--- config.mk ---
export PLATFORM = sky130hd
export DESIGN_NAME = fetch_hazard_ctrl
export DESIGN_NICKNAME = d
export VERILOG_FILES = /design/src/rtl/fetch_hazard_ctrl.sv
export SDC_FILE = /design/constraint.sdc
export NUM_CORES = 1
export LEC_CHECK = 0
export ABC_AREA = 1
export CAP_MARGIN = 25
export CORE_UTILIZATION = 48
export CTS_CLUSTER_DIAMETER = 50
export DETAILED_ROUTE_END_ITERATION = 16
export PLACE_DENSITY = 0.95
export SLEW_MARGIN = 20
export SYNTH_ARGS = -nofsm -noshare
export SYNTH_HDL_FRONTEND = slang
export SYNTH_SLANG_ARGS = --single-unit
--- constraint.sdc ---
create_clock -name Clk_Core -period 5.4 [get_ports Clk_Core]
set_input_delay 1.62 -clock Clk_Core [delete_from_list [all_inputs] [get_ports Clk_Core]]
set_output_delay 1.62 -clock Clk_Core [all_outputs]
set_load 0.01 [all_outputs]
--- src/rtl/fetch_hazard_ctrl.sv ---
`default_nettype none
// ============================================================================
// fetch_hazard_ctrl : fetch/decode/execute hazard sequencing + stall counter
// Revision: 1.0
// ============================================================================
module fetch_hazard_ctrl #(
  parameter int DWIDTH     = 32,
  parameter int MULDIV_LAT = 33,
  parameter int PERF_W     = 32
) (
  input  logic              Clk_Core,
  input  logic              Rst_Core_N,
  input  logic [4:0]        rs1_addr_di,
  input  logic [4:0]        rs2_addr_di,
  input  logic              rs1_used_di,
  input  logic              rs2_used_di,
  input  logic [4:0]        rd_addr_ei,
  input  logic              mem_read_ei,
  input  logic              branch_taken_ei,
  input  logic [DWIDTH-1:0] branch_target_ei,
  input  logic              muldiv_start_ei,
  output logic              pc_sel_fi,
  output logic [DWIDTH-1:0] pc_imm_fi,
  output logic              stall_fi,
  output logic              flush_fi,
  output logic              stall_do,
  output logic              bubble_eo,
  output logic              hold_eo,
  output logic              muldiv_done_o,
  output logic [PERF_W-1:0] stall_cycles_o
);

  localparam int CNT_W = (MULDIV_LAT > 2) ? $clog2(MULDIV_LAT) : 1;
  localparam logic [CNT_W-1:0] c_md_load = CNT_W'(MULDIV_LAT - 2);

  typedef enum logic [1:0] {
    S_RUN      = 2'd0,
    S_REDIRECT = 2'd1,
    S_MD_BUSY  = 2'd2
  } state_t;

  state_t            r_state, w_state_nxt;
  logic [CNT_W-1:0]  r_busy_cnt, w_busy_cnt_nxt;
  logic [PERF_W-1:0] r_stall_cycles;
  logic              r_muldiv_done, w_done_nxt;
  logic              w_lu;
  logic              w_pc_sel, w_stall_f, w_flush, w_stall_d, w_bubble, w_hold;
  logic [DWIDTH-1:0] w_pc_imm;

  assign w_lu = mem_read_ei && (rd_addr_ei != 5'd0) &&
                ((rs1_used_di && (rs1_addr_di == rd_addr_ei)) ||
                 (rs2_used_di && (rs2_addr_di == rd_addr_ei)));

  always_ff @(posedge Clk_Core or negedge Rst_Core_N) begin
    if (!Rst_Core_N) begin
      r_state       <= S_RUN;
      r_busy_cnt    <= '0;
      r_muldiv_done <= 1'b0;
    end else begin
      r_state       <= w_state_nxt;
      r_busy_cnt    <= w_busy_cnt_nxt;
      r_muldiv_done <= w_done_nxt;
    end
  end

  // Priority in RUN: redirect, then MUL/DIV start, then load-use.
  always_comb begin
    w_state_nxt    = r_state;
    w_busy_cnt_nxt = r_busy_cnt;
    w_done_nxt     = 1'b0;
    w_pc_sel       = 1'b0;
    w_pc_imm       = '0;
    w_stall_f      = 1'b0;
    w_flush        = 1'b0;
    w_stall_d      = 1'b0;
    w_bubble       = 1'b0;
    w_hold         = 1'b0;
    case (r_state)
      S_RUN: begin
        if (branch_taken_ei) begin
          w_pc_sel    = 1'b1;
          w_pc_imm    = branch_target_ei;
          w_flush     = 1'b1;
          w_bubble    = 1'b1;
          w_state_nxt = S_REDIRECT;
        end else if (muldiv_start_ei) begin
          w_busy_cnt_nxt = c_md_load;
          w_state_nxt    = S_MD_BUSY;
        end else if (w_lu) begin
          w_stall_f = 1'b1;
          w_stall_d = 1'b1;
          w_bubble  = 1'b1;
        end
      end
      S_REDIRECT: begin
        // Kills the wrong-path word from the synchronous instruction read.
        w_flush     = 1'b1;
        w_state_nxt = S_RUN;
      end
      S_MD_BUSY: begin
        w_stall_f = 1'b1;
        w_stall_d = 1'b1;
        w_hold    = 1'b1;
        if (r_busy_cnt == '0) begin
          w_state_nxt = S_RUN;
          w_done_nxt  = 1'b1;
        end else begin
          w_busy_cnt_nxt = r_busy_cnt - CNT_W'(1);
        end
      end
      default: w_state_nxt = S_RUN;
    endcase
  end

  // Combinational controls are forced low for as long as reset is held.
  assign pc_sel_fi = Rst_Core_N & w_pc_sel;
  assign pc_imm_fi = Rst_Core_N ? w_pc_imm : '0;
  assign stall_fi  = Rst_Core_N & w_stall_f;
  assign flush_fi  = Rst_Core_N & w_flush;
  assign stall_do  = Rst_Core_N & w_stall_d;
  assign bubble_eo = Rst_Core_N & w_bubble;
  assign hold_eo   = Rst_Core_N & w_hold;

  always_ff @(posedge Clk_Core or negedge Rst_Core_N) begin
    if (!Rst_Core_N) begin
      r_stall_cycles <= '0;
    end else if (stall_fi && (r_stall_cycles != {PERF_W{1'b1}})) begin
      r_stall_cycles <= r_stall_cycles + PERF_W'(1);
    end
  end

  assign muldiv_done_o  = r_muldiv_done;
  assign stall_cycles_o = r_stall_cycles;

endmodule
`default_nettype wire

======== After elaboration in Yosys (flattened, before gate mapping) ========
Index checks and enable logic that the tools add are counted.
cells by class
  $add $sub $neg .......................... 2
  multiply operators ...................... 0
  divide/modulo/power cells ............... 0
  order comparisons ....................... 0
  equality and inequality tests ........... 10
  shifts and indexed selects .............. 0
  multiplexer cells ....................... 23
  bitwise operators ....................... 5
  reduce and logical (&&, ||, !) cells .... 12
operator list
  kind                   count
  $mux 32                3
  $add 32x1->32 const B  1
  $ne 32x32->1 const B   1
  $mux 6                 3
  $pmux 6 s2             1
  $eq 5x5->1             2
  $mux 1                 10
  $ne 2x2->1 const B     4
  $logic_not 6->1        1
  $mux 2                 3
  $sub 6x1->6 const B    1
  $and 1x1->1            5
  $logic_and 1x1->1      5
  $reduce_bool 5->1      1
  $pmux 1 s2             2
  $pmux 2 s2             1
  $reduce_and 4->1       1
  $ne 3x3->1 const B     1
  $eq 2x1->1 const B     1
  $eq 2x2->1 const B     1
  $logic_not 2->1        1
  $reduce_and 2->1       1
  $reduce_bool 2->1      1
  $logic_or 1x1->1       1
word-level totals
  bits in registers ....................... 41
  bits in latches ......................... 0
  memory bits (writable) .................. 0
  bits in read-only memories .............. 0
  input port bits ......................... 54
  word-level logic and storage cells ...... 56
  memories kept ........................... 0

======== Depth between registers and ports, before layout ========
  depth in word-level cells ............... 10
  mapped depth ............................ 13

======== Least setup slack after synthesis ========
No wires, ideal clock.
  kind .................................... input to output
  start ................................... input branch_taken_ei
  end ..................................... output pc_imm_fi[10]
  arrival time ............................ 2.534 ns
  required time ........................... 3.780 ns
  slack ................................... 1.246 ns
  cell stages on the path ................. 7
  path through ............................ inv_1 nor2_1 inv_1 nor2_1 inv_1 clkbuf_1 nor2_1
on the way
  cells in the longest elaborated chain, start to end .. 3
RTL lines
  item                RTL line  source
  start: declaration  19        input logic branch_taken_ei,
  $mux 32             80        if (branch_taken_ei) begin
  $mux 32             78        case (r_state)
  $mux 32             117       assign pc_imm_fi = Rst_Core_N ? w_pc_imm : '0;
  end: declaration    23        output logic [DWIDTH-1:0] pc_imm_fi,
Every way passes these cells.

======== Final worst setup path ========
  start ................................... input branch_taken_ei
  end ..................................... output pc_imm_fi[13]
The elaborated chain is that of the path after synthesis.

==> reports/metrics.cfg <==
[worst_setup_path]
ff2ff_path_depth=9
path_class=in2out
max_stage_delay_ps=560
slowest_stage=clkdlybuf4s50_1
crit_chain=clkdlybuf4s50_1 -> inv_1 -> nor2_1 -> inv_1 -> nor2_1 -> inv_1 -> buf_4 -> nor2_1 -> clkdlybuf4s50_1
rrSetupSlack_ps=2890
critPathTopFamily=buffers and inverters
start_kind=input port
critPathRequiredTime_ps=3780
reg2reg_to=stall_cycles_o[6]
cp_max_fo=32
cp_num_buf_inv=6
critPathArrivalTime_ps=3500
r2r-start=stall_cycles_o[0]
worst_setup_path_end_kind=primary output

[drt]
drt_iter0_markers=202
finalWirelength_um=9070
via_per_inst=5.05
post_drt_wl_per_cell_um=12.5
ant_nets=0
dr.pass1.iters=5
drc=0
vias=3657

[timing]
period_share_pct=94.7
setup_violations=0
timing.fmax_mhz=195
final_max_slew_viol_count=0
worst_slew_pin_slew_ps=642
skew_ps=8.11
hold_viol=0
min_period_ps=5120
fin_tns_setup_ps=0
rsz0062_at_grt=no
slew_headroom_pct=57.0

[grt]
grt_pass1_wl_um=15400
gr-total-overflow=0
grt_pass1_vias=3531
grt.total_usage_pct=27.2
antenna_found_initial=0
grt_max_degree=42

[placed_design]
place_congestion=0.948
dp.final_hpwl_um=7120
io_buffers=124
placed_cell_area_um2=4420

[cells_and_area]
multi_input_area_um2=1740
syn_to_final_growth_pct=43.8
fillers=490
fin_area_um2=4540
layout_common_cells=nand2_1 (193), clkdlybuf4s50_1 (123), nor2_1 (92), inv_1 (78), nand3_1 (46)
final_common_cell=nand2_1
final_nets=702
antenna_cells=0
seq_area_um2=1030
final_layout_size_suffix_gt1_share_pct=3.25

[clock_tree]
cts_resized=0
post_cts_buffers=0
htree_num_levels=2
cts_tree=done
worstSkewPairLatency_ps=300
cts_root_buf=clkbuf_8
clock-sinks=41
clkSlewWorstSetupHoldPaths_ps=90
holdBufCountCts=0
numCtsBuffers=5
cts_max_path_buffers=2

[synth]
synthArstFlopShare_pct=100
ys.flop_type=dfrtp_1
ys_ff_latch=41
syn_area_um2=3160
synth_seq_area_share_pct=32.5
synth_nets=581
synth_edf_count=0
synthesis.instances=525
synth_top_area_share_pct=32.5
avgSynthCellArea_um2=6.02
ys_warn_count=0
yosysTopAreaCell=dfrtp_1
ys_top_cells_by_area=dfrtp_1 (32%), nand2_1 (23%), nor2_1 (11%), inv_1 (9.3%), nand3_1 (7.3%)
synthDistinctLibCells=27

[floorplanning]
initial_utilization_pct=49.7
io_pins=125
die_x_um=83.1
std_cell_rows=29
core-area_um2=6350
die_y_um=83.1
dieArea_um2=6910

[power_and_ir_drop]
powerDensity_nw_per_um2=221
p_leak_nw=2.24
ir_worst_vdd_v=0.000195

[run]
maxCapViolations=0

[hold_path]
whs_endpoint=r_busy_cnt[0]
hp-class=reg2reg
hp-start=r_busy_cnt[0]
worstHoldPathCells=1

[outcome]
status=finished clean

## metal layers
metal	wire, um	global-route usage (%)	vias up	part of all wire [%]
met2	4720	50.7	137	52
li1	-	-	1835	-
met4	233	10.7	0	2.6
met1	3580	30.7	1664	39
met3	536	4.67	21	5.9
met5	0	0	-	0
## cell usage after synthesis, types with 2 or more instances
master / instances
dfrtp_1: 41
nand4_1: 6
nor3_1: 11
ha_1: 2
clkbuf_1: 3
nand2_1: 193
xnor2_1: 5
nand3_1: 46
buf_6: 4
nand3b_1: 10
nand2_2: 2
o21ai_0: 4
buf_4: 2
nor2_1: 92
inv_2: 2
buf_2: 4
xor2_1: 11
inv_1: 78
## worst max-delay path by stage
| stage | start | to | slack (ps) | cells past startpoint |
|---|---|---|---|---|
| 2_1_floorplan | branch_taken_ei | pc_imm_fi[10] | 1250 | 7 |
| 3_3_place_gp | branch_taken_ei | pc_imm_fi[19] | 390 | 9 |
| 3_5_place_dp | branch_taken_ei | pc_imm_fi[5] | 270 | 9 |
| 4_1_cts | branch_taken_ei | pc_imm_fi[5] | 270 | 9 |
| 5_1_grt | branch_taken_ei | pc_imm_fi[11] | 90 | 9 |
| 6_report | branch_taken_ei | pc_imm_fi[13] | 280 | 9 |
## cells by family (layout without fill, tap and decap cells)
logic type | after synthesis | after routing | synth area share [%]
xor+xnor | 16 | 16 | 4.44
compound gates | 7 | 7 | 1.23
buf+inv | 93 | 215 | 12.4
flops | 41 | 41 | 32.5
simple gates | 366 | 366 | 48.7
fa+ha+maj | 2 | 2 | 0.792
## layout make-up
cell class                 count  area share, %
sequential                    41           22.6
timing repair buffer         127           27.7
tap                           77           2.12
inverter                      80           6.61
clock inverter                 2          0.826
multi-input combinational    391           38.3
clock buffer                   6           1.82
## metrics by stage
step / utilization, % / setup slack [ps] / total power (W) / hold WS [ps] / instances
global placement: 69.6 / 394 / 0.000734 / 508 / 716
floorplan: - / 1250 / 0.000583 / 485 / 525
global route: 71.5 / 86.7 / 0.00107 / 575 / 724
finish: 71.5 / 284 / 0.00101 / 532 / 724
detailed placement: 69.6 / 271 / 0.000747 / 514 / 716
CTS: 71.5 / 269 / 0.00101 / 526 / 724
## power by group
group / internal [W] / total [W] / switching [W] / leakage [nW]
Clock: 0.000150 / 0.000263 / 0.000113 / 0.0574
Sequential: 0.000340 / 0.000384 / 0.0000439 / 0.545
Combinational: 0.000166 / 0.000358 / 0.000192 / 1.64
## flip-flops by register name, summed over array words and instances, names as in the netlist
| signal | count |
|---|---|
| stall_cycles_o | 32 |
| r_busy_cnt | 6 |
| muldiv_done_o | 1 |
| r_state | 2 |
No activity file was read; power rests on OpenSTA's default activity.
==> patch (same flow settings) <==
Make the reset (`Rst_Core_N`) synchronous in 2 clocked blocks.
--- a/src/rtl/fetch_hazard_ctrl.sv
+++ b/src/rtl/fetch_hazard_ctrl.sv
@@ -51,7 +51,7 @@
                 ((rs1_used_di && (rs1_addr_di == rd_addr_ei)) ||
                  (rs2_used_di && (rs2_addr_di == rd_addr_ei)));
 
-  always_ff @(posedge Clk_Core or negedge Rst_Core_N) begin
+  always_ff @(posedge Clk_Core) begin
     if (!Rst_Core_N) begin
       r_state       <= S_RUN;
       r_busy_cnt    <= '0;
@@ -121,7 +121,7 @@
   assign bubble_eo = Rst_Core_N & w_bubble;
   assign hold_eo   = Rst_Core_N & w_hold;
 
-  always_ff @(posedge Clk_Core or negedge Rst_Core_N) begin
+  always_ff @(posedge Clk_Core) begin
     if (!Rst_Core_N) begin
       r_stall_cycles <= '0;
     end else if (stall_fi && (r_stall_cycles != {PERF_W{1'b1}})) begin
Check against the original RTL: differs if Rst_Core_N is asserted again (counterexample within 4 cycles, from zero or initial values and one cycle with Rst_Core_N low); with Rst_Core_N held inactive, the same outputs for 10 cycles.
==> patch against the original RTL <==
Cell count is 0.28% higher. Non-clock buffer count unchanged. Sequential cell count unchanged. Hold slack worse by 0.039 ns. Setup slack better by 0.051 ns. Global-route usage is 2.2 points higher. Routed wire length rose by 1.8%. Count of clock-buffer cells in the layout rose by 1. Synthesized area is 3.1% lower. Cell area fell by 3.0%. First-iteration DRC count is 15% lower. Critical path type unchanged. Critical endpoint is now pc_imm_fi[27].
Power is not compared: it rests on default switching activity, and its combinational part moved more than twofold at a synthesized area within 25%.
==> patch: results (changes against the original RTL) <==
[status]
status = finished clean

[global_route]
antenna_found_initial = 0  ; unchanged
grt_use_met3_pct = 5.22  ; +0.55 points
gr-usage-met2_pct = 58.3  ; +7.6 points
grt_use_total_pct = 29.4  ; +2.2 points
grt_max_degree = 41  ; -2.4%
met1_usage_pct = 29.5  ; -1.2 points
grt_pass1_wl_um = 15300  ; -0.23%
grt_pass1_vias = 3731  ; +5.7%

[drt]
vias_per_cell = 5.15  ; +1.9%
met1Wirelength_um = 3430  ; -4.2%
wl_met3_um = 700  ; +31%
initialDrtViolationCount = 172  ; -15%
wl_um = 9230  ; +1.8%
met2_length_um = 4820  ; +2.2%
drtPass1Iterations = 4  ; -1
wire_per_inst_um = 12.7  ; +1.5%

[timing]
final.period_utilization_pct = 93.8  ; -0.94 points
hold-worst-slack_ns = 0.493  ; -0.0386 ns
slew_headroom_pct = 65.9  ; +8.9 points
fin_skew_ns = 0.00498  ; -0.00313 ns
period_minus_slack_ns = 5.07  ; -0.0508 ns

[placed_design]
preCtsSetupSlack_ns = 0.332  ; +0.0612 ns
dp_hpwl_um = 7300  ; +2.6%
placedCellCount = 719  ; +0.42%
placed_cell_area_mm2 = 0.00432  ; -2.3%
gp_congestion = 0.904  ; -4.7%

[yosys]
synthArstFlopShare_pct = 0  ; -100 points
synth_cells = 534  ; +1.7%
synth_fp_nets = 591  ; +1.7%
ys_top_cells_by_count = 164 x nand2_1, 89 x nor2_1, 75 x inv_1
ys_warn_count = 0  ; unchanged
yosysUniqueCellTypes = 28  ; +3.7%
synth-seq-area-share_pct = 26.8  ; -5.7 points
netlist_top_cells_area = dfxtp_1 27%, nand2_1 20%, nor2_1 11%

[setup_path]
reg2reg_from = stall_cycles_o[0]
crit_fanout = 33  ; +3.1%
max_stage_delay_ns = 0.56  ; about the same
r2r_slack_ns = 2.75  ; -0.14 ns
crit_arrival_ns = 3.45  ; -0.05 ns
r2r_end = stall_cycles_o[12]
crit_end = pc_imm_fi[27]
crit_start = branch_taken_ei

[clocking]
cts.reportedPaths.clkPinSlew_ns = 0.07  ; -0.02 ns
clk_path_buf_depth = 2  ; unchanged
postCtsSetupRepairBufs = 0  ; unchanged
cts_inserted_buffers = 5  ; unchanged
cts_root_buffer = clkbuf_8

[final_layout]
layout.nets = 708  ; +0.85%
fill_cells = 508  ; +3.7%
layout-drive-gt1-share_pct = 3.84  ; +0.59 points
diodes = 0  ; unchanged

[power_and_ir_drop]
vdd_drop_max_v = 0.000104

[min_path]
hp-start = r_busy_cnt[3]
holdPathEnd = r_busy_cnt[3]
hold_depth = 2  ; +1

patch: changes by cell type in the layout (fill, tap and decap cells not counted), sizes merged, moves of 3 or more:
| cell | delta |
|---|---|
| a21oi | +35 |
| nand2 | -28 |
| nand4 | -3 |
| dfrtp | -41 |
| nor3 | +6 |
| dfxtp | +41 |
patch: cell families (layout without fill, tap and decap cells):
kind of cell / count (synthesis) / in the layout / synth area share (%)
AND/OR/NAND/NOR: 333 / 333 / 46.8
AO/OA/AOI/OAI: 43 / 43 / 7.19
XOR/XNOR: 17 / 17 / 4.86
adder cells (fa/ha/maj): 3 / 3 / 1.23
buffers and inverters: 97 / 214 / 13.1
flip-flops: 41 / 41 / 26.8
patch: final cells by class:
cell class / instances / area (um2) / area share [%]
clock buffer: 7 / 86.3 / 1.96
timing repair buffer: 127 / 1260 / 28.7
sequential: 41 / 821 / 18.6
tap: 75 / 93.8 / 2.13
inverter: 80 / 300 / 6.82
multi-input combinational: 396 / 1840 / 41.8
